## src/rtl/cpu_pkg.sv

```systemverilog
// cpu_pkg: constants shared across pipeline stages and the W-stage register layout.
package cpu_pkg;
    localparam logic [1:0] WDSEL_ALU = 2'd0;
    localparam logic [1:0] WDSEL_MEM = 2'd1;
    localparam logic [1:0] WDSEL_PC8 = 2'd2;
    localparam logic [1:0] WDSEL_MDU = 2'd3;
    localparam logic [2:0] LD_LW  = 3'd0;
    localparam logic [2:0] LD_LH  = 3'd1;
    localparam logic [2:0] LD_LHU = 3'd2;
    localparam logic [2:0] LD_LB  = 3'd3;
    localparam logic [2:0] LD_LBU = 3'd4;
    localparam logic [31:0] RESET_PC_DEFAULT = 32'h0000_3000;
    typedef struct packed {
        logic        valid;
        logic [31:0] pc;
        logic        we;
        logic [4:0]  a3;
        logic [1:0]  wdsel;
        logic [31:0] alu;
        logic [31:0] mdu;
        logic [31:0] rdata;
        logic [2:0]  ld_type;
        logic [1:0]  addr_lo;
    } w_reg_t;
endpackage

```

## src/rtl/load_ext.sv

```systemverilog
// load_ext: picks the addressed byte/halfword from an aligned memory word and extends it.
module load_ext
    import cpu_pkg::*;
(
    input  logic [31:0] rdata,
    input  logic [1:0]  addr_lo,
    input  logic [2:0]  ld_type,
    output logic [31:0] ext
);
    logic [15:0] half;
    logic [7:0]  bval;
    always_comb begin
        half = addr_lo[1] ? rdata[31:16] : rdata[15:0];
        bval = rdata[8*addr_lo +: 8];
        ext  = ld_type == LD_LH  ? {{16{half[15]}}, half} :
               ld_type == LD_LHU ? {16'd0, half} :
               ld_type == LD_LB  ? {{24{bval[7]}}, bval} :
               ld_type == LD_LBU ? {24'd0, bval} : rdata;
    end
endmodule

```

## src/rtl/wb_stage.sv

```systemverilog
// wb_stage: M/W pipeline register, write-back mux and retire counter.
// Define WB_TRACE_EN to print a judge-format trace line for every committed GRF write.
module wb_stage
    import cpu_pkg::*;
#(
    parameter logic [31:0] RESET_PC = RESET_PC_DEFAULT,
    parameter int          CNT_W    = 32
) (
    input  logic             clk,
    input  logic             reset,
    input  logic             stall_i,
    input  logic             flush_i,
    input  logic             m_valid,
    input  logic [31:0]      m_pc,
    input  logic             m_we,
    input  logic [4:0]       m_a3,
    input  logic [1:0]       m_wdsel,
    input  logic [31:0]      m_alu,
    input  logic [31:0]      m_mdu,
    input  logic [31:0]      m_dm_rdata,
    input  logic [2:0]       m_ld_type,
    output logic             grf_we,
    output logic [4:0]       grf_a3,
    output logic [31:0]      grf_wd,
    output logic [31:0]      grf_pc,
    output logic             w_valid,
    output logic [CNT_W-1:0] retire_cnt
);
    w_reg_t      w, bubble;
    logic [31:0] ext, sel;
    always_comb begin
        bubble    = '0;
        bubble.pc = RESET_PC;
    end
    always_ff @(posedge clk) begin
        if (reset || flush_i)
            w <= bubble;
        else if (!stall_i)
            w <= '{valid: m_valid, pc: m_pc, we: m_we, a3: m_a3, wdsel: m_wdsel, alu: m_alu,
                   mdu: m_mdu, rdata: m_dm_rdata, ld_type: m_ld_type, addr_lo: m_alu[1:0]};
    end
    // A flush in the same cycle still retires the instruction leaving W.
    always_ff @(posedge clk) begin
        if (reset)
            retire_cnt <= '0;
        else if (w.valid && !stall_i)
            retire_cnt <= retire_cnt + CNT_W'(1);
    end
    load_ext u_load_ext (
        .rdata  (w.rdata),
        .addr_lo(w.addr_lo),
        .ld_type(w.ld_type),
        .ext    (ext)
    );
    // Write data and address are zeroed when not writing so forwarding never matches $0.
    always_comb begin
        sel    = w.wdsel == WDSEL_MEM ? ext :
                 w.wdsel == WDSEL_PC8 ? w.pc + 32'd8 :
                 w.wdsel == WDSEL_MDU ? w.mdu : w.alu;
        grf_we = w.valid && w.we && (w.a3 != 5'd0);
        grf_a3 = grf_we ? w.a3 : 5'd0;
        grf_wd = grf_we ? sel : 32'd0;
    end
    assign grf_pc  = w.pc;
    assign w_valid = w.valid;
`ifdef WB_TRACE_EN
    always_ff @(posedge clk) begin
        if (grf_we && !stall_i && !reset)
            $display("@%h: $%d <= %h", grf_pc, grf_a3, grf_wd);
    end
`endif
endmodule

```

## config.mk

```make
export PLATFORM = sky130hd
export DESIGN_NAME = wb_stage
export DESIGN_NICKNAME = d
export VERILOG_FILES = /design/src/rtl/cpu_pkg.sv /design/src/rtl/load_ext.sv /design/src/rtl/wb_stage.sv
export SDC_FILE = /design/constraint.sdc
export NUM_CORES = 1
export LEC_CHECK = 0
export ABC_AREA = 0
export CORE_MARGIN = 3
export CORE_UTILIZATION = 40
export CTS_BUF_LIST = sky130_fd_sc_hd__clkbuf_2
export DETAILED_ROUTE_END_ITERATION = 12
export GPL_TIMING_DRIVEN = 0
export PLACE_DENSITY = 0.65
export SLEW_MARGIN = 20
export SYNTH_ARGS = -nofsm -noshare
export SYNTH_HDL_FRONTEND = slang
export SYNTH_SLANG_ARGS = --single-unit
```

## constraint.sdc

```tcl
create_clock -name clk -period 4.5 [get_ports clk]
set_input_delay 0.675 -clock clk [delete_from_list [all_inputs] [get_ports clk]]
set_output_delay 0.675 -clock clk [all_outputs]
set_load 0.03 [all_outputs]
```

## Word level (Yosys, flattened, before mapping)

Cells that the tools add are included.

- Flip-flop bits (word level): 174
- Bits in latches: 0
- Memory bits (writable): 0
- ROM bits: 0
- Input bits: 144
- Output and inout port bits: 103
- Word-level logic and storage cells: 37
- Memories: 0

- Add/subtract/negate cells: 2
- Multipliers: 0
- Div/mod/pow operators: 0
- Magnitude comparators: 0
- Eq/ne operators: 7
- Shifts and indexed selects: 1
- Muxes and demuxes: 10
- Bitwise gates (word level): 0
- Reduce and logical (&&, ||, !) cells: 6

Operator list:

| cell | number |
|---|---|
| $mux 32 | 8 |
| $add 32x1->32 const B | 1 |
| $add 32x4->32 const B | 1 |
| $shiftx 32x6->8 | 1 |
| $mux 16 | 1 |
| $eq 3x2->1 const B | 2 |
| $mux 5 | 1 |
| $reduce_bool 5->1 | 1 |
| $eq 2x2->1 const B | 2 |
| $eq 3x1->1 const B | 1 |
| $eq 3x3->1 const B | 1 |
| $logic_and 1x1->1 | 3 |
| $eq 2x1->1 const B | 1 |
| $logic_not 1->1 | 1 |
| $logic_or 1x1->1 | 1 |

## Longest topological paths before layout

Gate-level depths: netlist of the first run.

- Depth in word-level cells: 7
- Depth in mapped cells: 8
- Gate-level depth less buffers: 6

## Cells and area by module

A second synthesis of the first run with hierarchy kept.

- Cells, all modules: 1,051
- Area total of the unflattened synthesis: 9,385.3 µm²

By module, submodules not included:

| module | times used | cells an instance | area each (µm²) | seq. area each (µm²) |
|---|---|---|---|---|
| wb_stage | 1 | 883 | 8,354.3 | 3,443.3 |
| load_ext | 1 | 168 | 1,031.0 | 0.0 |

## Worst setup path before layout of the first run

Ideal clock, no wire load.

- Path type: register to output
- Start: register w (netlist bit grf_pc[3])
- End: output grf_wd[17]
- Data arrival time: 2,889 ps
- Path slack: 936 ps
- Stages on the path, launching flop included: 7
- Cell sequence: dfxtp_1 ha_1 and3_1 clkbuf_1 nand4_1 xor2_1 a2111oi_0

- Cells in the longest elaborated chain, start to end: 4

RTL lines:

| what | line | source |
|---|---|---|
| start, declared | wb_stage.sv:29 | `w_reg_t w, bubble;` |
| start signal, assigned | wb_stage.sv:37 | `w <= bubble;` |
| start signal, assigned | wb_stage.sv:39 | `w <= '{valid: m_valid, pc: m_pc, we: m_we, a3: m_a3, wdsel: m_wdsel, alu: m_alu,` |
| $add 32x4->32 | wb_stage.sv:58 | `w.wdsel == WDSEL_PC8 ? w.pc + 32'd8 :` |
| $mux 32 | wb_stage.sv:58 |  |
| $mux 32 | wb_stage.sv:57 | `sel = w.wdsel == WDSEL_MEM ? ext :` |
| $mux 32 | wb_stage.sv:62 | `grf_wd = grf_we ? sel : 32'd0;` |
| end, declared | wb_stage.sv:24 | `output logic [31:0] grf_wd,` |

Every way passes these cells.

## Worst setup path after layout of the first run

- Start: register w[102] (netlist bit)
- End: output grf_wd[18]

- Cells in the longest elaborated chain, start to end: 5

RTL lines:

| what | line | source |
|---|---|---|
| $eq 2x2->1 | wb_stage.sv:59 | `w.wdsel == WDSEL_MDU ? w.mdu : w.alu;` |
| $mux 32 | wb_stage.sv:59 |  |
| $mux 32 | wb_stage.sv:58 |  |
| $mux 32 (*) | wb_stage.sv:57 |  |
| $mux 32 (*) | wb_stage.sv:62 |  |

Every way passes the cells marked *; elsewhere a longest branch is shown, timed or not.

==> impl_metrics.py, run 1 <==
metrics = {
    "cells_and_area": {
        "mostFrequentLayoutCell": "clkdlybuf4s50_1",
        "drive_gt1_frac": 0.0957,
        "final_cell_mix": "clkdlybuf4s50_1 (237), nor2_1 (205), dfxtp_1 (171), mux2i_1 (143), nand2_1 (57)",
        "postLayoutCoreUtil": 0.551,
        "fin_nets": 1460,
        "n_fill_cell": 2139,
        "final_cells": 1608,
        "syn_to_final_growth_pct": 34.6,
    },
    "critical_path": {
        "crit_fanout": 10,
        "worstPathRequired_ns": 3.83,
        "worst_setup_path_start_kind": "flop",
        "critPathLaunch": "w[102]",
        "critPathCaptureType": "output pin",
        "reg2reg_from": "w_valid",
        "crit_type": "reg2out",
        "worst-endpoint-arrival_ns": 3.74,
    },
    "floorplanning": {
        "core_sq_mm": 0.0220,
        "die_x_um": 156,
        "io_pins": 247,
        "num_rows": 54,
        "die-area_sq_mm": 0.0244,
        "die_h_um": 156,
        "start_util": 0.410,
    },
    "placed_design": {
        "place_hpwl_mm": 24.8,
        "port_buffers": 244,
        "place_congestion": 1.01,
        "dp_cells": 1579,
    },
    "timing": {
        "fin_crit_sh": 0.981,
        "whs_ns": 0.251,
        "setup_viol": 0,
        "rsz0062_at_grt": "true",
        "max_freq_mhz": 227,
        "maxSlewHeadroom": 0.357,
        "period_needed_ns": 4.41,
        "tightest_slew_ns": 0.964,
        "skew_ns": 0.0386,
        "tns_ns": 0,
        "final-hold-violation-count": 0,
        "slew_viol_final": 0,
    },
    "job": {
        "drv_cap": 0,
    },
    "routing": {
        "dr.pass1.iters": 6,
        "wirelength_mm": 32.3,
        "postRouteAntennaNets": 0,
        "wire_per_inst_um": 20.1,
        "drtIter0Drc": 622,
        "vias": 8786,
        "vias_per_cell": 5.46,
        "drc": 0,
    },
    "synthesis": {
        "syn_inst": 1055,
        "ys_seq_elements": 172,
        "ys.flop_type": "dfxtp_1",
        "synth_edf_count": 0,
        "avgSynthCellArea_sq_um": 8.55,
        "synth_warnings": 0,
        "async_reset_ff_frac": 0,
        "syn_nets": 1201,
        "yosys.cell_types.count": 76,
        "netlist_area_sq_mm": 0.00902,
        "ys_seq_area_frac": 0.382,
    },
    "cts": {
        "cts-root-buf": "clkbuf_2",
        "cts_tree": "yes",
        "htreeDepth": 4,
        "cts_inserted_buffers": 17,
        "clk_latency_ns": 0.80,
        "postCtsSetupBuffers": 0,
        "clkTransAtPathRegs_ns": 0.31,
        "cts.sinks": 172,
        "cts.path.max_buffers": 2,
    },
    "grt": {
        "grt_start_max_net_pins": 19,
        "first_global_vias": 8482,
        "grt_pass1_wl_mm": 49.5,
        "grt_usage": 0.261,
        "antenna_found_initial": 2,
        "grt-ovfl-total": 0,
    },
    "outcome": {
        "outcome": "complete, no violations",
    },
    "power_and_ir_drop": {
        "ir_drop_v": 0.000163,
        "power_mw": 2.96,
        "cellPowerDensity_mw_per_mm2": 244,
        "leakagePower_nw": 4.72,
    },
    "min_path": {
        "hold_start": "reset",
        "hold_class": "in2reg",
    },
}
==> metal layers <==
metal | part of all wire | GRT usage | routed length (um)
met5 | 0.00040 | 0 | 13
met4 | 0.032 | 0.0909 | 1030
met3 | 0.084 | 0.0585 | 2720
met2 | 0.44 | 0.406 | 14300
met1 | 0.44 | 0.359 | 14200
==> worst paths after layout <==
path                     to  slack (ns)  cells past startpoint
min reg2reg           w[71]        0.54                      2
max              grf_wd[18]        0.09                      8
max reg2reg  retire_cnt[17]        2.29                      7
min           retire_cnt[7]        0.25                      2
==> power breakdown <==
part / leakage [nW] / internal (mW) / switching (mW)
clock network: 0.151 / 0.234 / 0.652
registers: 1.40 / 1.57 / 0.0468
logic: 3.17 / 0.240 / 0.216
==> worst max-delay path, stage by stage, from the launching register on <==
cell             delay [ns]
dfxtp_1                0.38
clkbuf_1               0.35
inv_1                  0.15
clkbuf_1               0.28
nor2_2                 0.40
a22o_1                 0.20
a21oi_1                0.04
o22ai_1                0.38
clkdlybuf4s50_1        0.76
==> cell type report <==
class / count / area [sq um] / share of cell area
plain buffers: 102 / 543 / 0.0447
flip-flops and latches: 172 / 3440 / 0.284
multi-input cells: 766 / 5040 / 0.415
clock inverters: 15 / 174 / 0.0143
well taps: 280 / 350 / 0.0288
diodes: 1 / 2.50 / 0.000206
repair buffers: 244 / 2460 / 0.203
clock buffers: 17 / 85.1 / 0.00700
inverters: 11 / 45.0 / 0.00371
==> timing repair <==
action                     in CTS  in global routing
setup endpoints to repair      17                 27
gates resized for setup        13                 27
cloned                          0                  0
pin swaps                       0                  1
hold buffers                    0                  0
==> registers in the layout (all words and copies together) (netlist names) <==
signal	flops
w	107
grf_pc	32
retire_cnt	32
w_valid	1
==> per-stage QoR <==
step / instance area, sq um / setup slack, ns
after global placement: 11800 / 0.573
after floorplan: 9020 / 0.936
after CTS: 12100 / 0.0105
after global routing: 12100 / -0.0488
final: 12100 / 0.0876
after detailed placement: 11800 / 0.669
==> kinds of logic (layout without fill, tap and decap cells) <==
kind of cell | after synthesis | in the layout | synth area share
AND/OR/NAND/NOR | 402 | 402 | 0.207
AO/OA/AOI/OAI | 160 | 160 | 0.123
XOR/XNOR | 47 | 47 | 0.0456
flip-flops | 172 | 172 | 0.382
multiplexers | 154 | 154 | 0.174
other | 0 | 1 | 0
buffers and inverters | 117 | 389 | 0.0649
adder cells (fa/ha/maj) | 3 | 3 | 0.00388
==> cells in the mapped netlist, types with 3 or more instances <==
cell type	number	share of area
mux2i_1	143	0.16
nand3_1	32	0.018
and4_1	5	0.0049
o211ai_1	8	0.0067
clkbuf_1	46	0.019
xnor2_1	34	0.033
nand3b_1	3	0.0025
a22o_1	8	0.0078
a211oi_1	8	0.0067
and4_2	3	0.0033
a221o_1	7	0.0078
a2111oi_0	4	0.0039
inv_1	9	0.0037
buf_1	16	0.0067
and3_1	10	0.0069
o22ai_1	10	0.0069
nand2_1	58	0.024
nand4_1	18	0.012
and2_1	6	0.0042
nand2b_1	6	0.0042
nor4_1	10	0.0069
dfxtp_1	172	0.38
a221oi_1	6	0.0058
nor2_1	206	0.086
o32ai_1	4	0.0039
buf_2	9	0.0050
nor2b_1	6	0.0042
a21oi_1	41	0.023
o21ai_0	26	0.014
buf_4	34	0.028
o221ai_1	3	0.0029
nor3_1	17	0.0094
mux2_2	10	0.012
or3_1	4	0.0028
xor2_1	13	0.013
a32oi_1	4	0.0039
o31ai_1	9	0.0075
No activity file was read; power rests on OpenSTA's default activity.
==> run 2, diff against run 1 <==
Settings changed: SLEW_MARGIN 20 to not set, SYNTH_HIERARCHICAL set to 1.
==> run 2 against run 1 <==
Via count shrank 3.5%. Synthesized cell count shrank 0.38%. Hold slack gained 0.014 ns. Cell count grew 2.2%. Core utilization shrank 0.22 points. Largest power group unchanged.
==> impl_metrics.py, run 2 <==
metrics = {
    "cells_and_area": {
        "syn_to_final_growth_pct": 33.7,
        "mostFrequentLayoutCell": "clkdlybuf4s50_1",
        "postLayoutCoreUtil": 0.549,
        "final_cells": 1643,
        "n_fill_cell": 2220,
        "final_cell_mix": "clkdlybuf4s50_1 (224), nor2_1 (184), dfxtp_1 (171), mux2i_1 (159), nand2_1 (54)",
        "regMostFlops": "w",
        "fin_nets": 1460,
        "drive_gt1_frac": 0.118,
        "largest_reg_flops": 107,
    },
    "timing": {
        "maxSlewHeadroom": 0.338,
        "setup_viol": 0,
        "fin_crit_sh": 0.945,
        "final-hold-violation-count": 0,
        "tns_ns": 0,
        "whs_ns": 0.265,
        "rsz0062_at_grt": "false",
        "skew_ns": 0.0119,
        "max_freq_mhz": 235,
        "period_needed_ns": 4.25,
        "slew_viol_final": 0,
        "tightest_slew_ns": 0.993,
    },
    "routing": {
        "drtIter0Drc": 555,
        "vias": 8477,
        "dr.pass1.iters": 5,
        "postRouteAntennaNets": 0,
        "vias_per_cell": 5.16,
        "wirelength_mm": 31.3,
        "drc": 0,
        "wire_per_inst_um": 19.0,
    },
    "power_and_ir_drop": {
        "p_clk_frac": 0.297,
        "pwr-share-seq": 0.541,
        "switchingPower_mw": 0.844,
        "leakagePower_nw": 5.14,
        "ir_drop_v": 0.000111,
        "combPwrFrac": 0.162,
        "cellPowerDensity_mw_per_mm2": 237,
        "switching_share": 0.283,
        "internal-power_mw": 2.13,
    },
    "synthesis": {
        "synth.most_common_cell": "nor2_1",
        "synth.top_cell.area_share": 0.367,
        "ys_seq_area_frac": 0.367,
        "synth-adder-area-share": 0.0101,
        "async_reset_ff_frac": 0,
        "synth_compound_area_frac": 0.0767,
        "netlist_area_sq_mm": 0.00939,
        "syn_nets": 1197,
        "synth_top_area_cell": "dfxtp_1",
        "synth.top_cells.by_area": "dfxtp_1 (37%), mux2i_1 (17%), nor2_1 (7.4%), xnor2_1 (3.3%), mux4_2 (2.9%)",
        "ys_seq_elements": 172,
        "muxShareOfSynthArea": 0.214,
        "synthSimpleGateAreaFrac": 0.211,
        "synth_edf_count": 0,
        "synth_warnings": 6,
        "syn_inst": 1051,
        "ys_top_cells_by_count": "nor2_1 (184), dfxtp_1 (172), mux2i_1 (159)",
        "ys.flop_type": "dfxtp_1",
        "synth_top_family_by_area": "multiplexers",
        "avgSynthCellArea_sq_um": 8.93,
        "synth_xor_area_frac": 0.0495,
        "yosys.cell_types.count": 69,
    },
    "grt": {
        "grt-ovfl-total": 0,
        "grt_start_max_net_pins": 17,
        "grt_pass1_wl_mm": 48.1,
        "first_global_vias": 8228,
        "grt_usage": 0.242,
        "antenna_found_initial": 9,
    },
    "floorplanning": {
        "start_util": 0.411,
        "die_x_um": 159,
        "core_sq_mm": 0.0228,
        "io_pins": 247,
        "num_rows": 55,
        "die-area_sq_mm": 0.0253,
        "die_h_um": 159,
    },
    "cts": {
        "clkTransAtPathRegs_ns": 0.26,
        "cts.sinks": 172,
        "cts_tree": "yes",
        "cts_hold_buf": 0,
        "cts-root-buf": "clkbuf_2",
        "htreeDepth": 4,
        "clk_latency_ns": 0.74,
        "cts_inserted_buffers": 17,
        "cts.path.max_buffers": 2,
        "postCtsSetupBuffers": 0,
    },
    "outcome": {
        "outcome": "complete, no violations",
    },
    "critical_path": {
        "crit_fanout": 10,
        "critPathCaptureType": "output pin",
        "worst-endpoint-arrival_ns": 3.58,
        "worst_setup_path_start_kind": "flop",
        "worstPathRequired_ns": 3.83,
        "crit_type": "reg2out",
    },
    "placed_design": {
        "dp_cells": 1608,
        "port_buffers": 244,
        "place_congestion": 0.935,
        "place_hpwl_mm": 24.5,
    },
    "job": {
        "drv_cap": 0,
    },
    "min_path": {
        "hold_class": "in2reg",
    },
}
run 2: cell count changes after synthesis, moves of 8 or more:
cell	delta
nor2_1	-22
buf_2	+21
inv_1	+19
mux2i_1	+16
clkbuf_1	-14
nand3b_1	+12
a21oi_1	-11
mux4_2	+11
buf_1	-10
o22ai_1	-9
nand3_1	+8
nand4_1	-8
o31ai_1	-8
run 2: cell type report:
cell class,count,area [sq um],share of cell area
Tap cell,313,392,0.0312
Multi-Input combinational cell,747,5290,0.421
Timing Repair Buffer,244,2480,0.198
Clock inverter,14,170,0.0136
Antenna cell,4,10.0,0.000798
Buffer,103,566,0.0451
Sequential cell,172,3440,0.274
Clock buffer,17,85.1,0.00678
Inverter,29,109,0.00867
run 2: power by group through the flow:
stage                     logic (mW)  clock network (mW)  registers [mW]
final                          0.481               0.885            1.61
after global routing           0.517               0.971            1.62
after CTS                      0.481               0.910            1.61
after detailed placement       0.477                   0            1.64
after global placement         0.475                   0            1.64
after floorplan                0.258                   0            1.62
run 2: final timing paths:
path | startpoint | end | slack [ns] | depth (start not counted)
worst max-delay path | w[2] | grf_wd[4] | 0.25 | 8
worst min-delay path | reset | retire_cnt[11] | 0.26 | 2
worst max register to register | retire_cnt[5] | retire_cnt[30] | 2.62 | 6
worst min register to register | w[51] | w[51] | 0.52 | 2
run 2: critical path: stages, from the launching register on:
cell             delay (ns)
dfxtp_1                0.43
buf_6                  0.17
nor2_4                 0.27
mux2i_1                0.15
o22ai_2                0.28
o221ai_1               0.26
mux4_2                 0.49
nor2b_1                0.14
clkdlybuf4s50_1        0.64
run 2: metrics by stage:
stage / area (sq um) / setup WS [ns] / power, mW
floorplan: 9390 / 1.49 / 1.88
global placement: 12200 / 0.642 / 2.11
detailed placement: 12200 / 0.637 / 2.12
CTS: 12500 / 0.0146 / 3.00
global route: 12500 / 0.0330 / 3.11
finish: 12500 / 0.249 / 2.98
run 2: cells by family (layout without fill, tap and decap cells):
group,count (synthesis),in the layout
mux,184,184
compound gates,107,107
other cells,0,4
flops,172,172
fa+ha+maj,9,9
simple gates,394,394
buf+inv,132,407
xor+xnor,53,53
run 2: what timing repair did:
item / CTS / global route
gates resized for setup: 6 / 22
hold endpoints to repair: 0 / 0
setup endpoints to repair: 8 / 23
pin swaps: 0 / 0
run 2: routing by layer:
layer	GRT usage	wire length, um
met1	0.328	14100
met2	0.382	14300
met3	0.0611	2110
met4	0.0684	691
met5	0	56
==> run 3, diff against run 2 <==
Settings changed: CAP_MARGIN set to 10.
==> results of run 3 <==
Same layout as run 2: the final DEF is identical, and so are final timing and power.
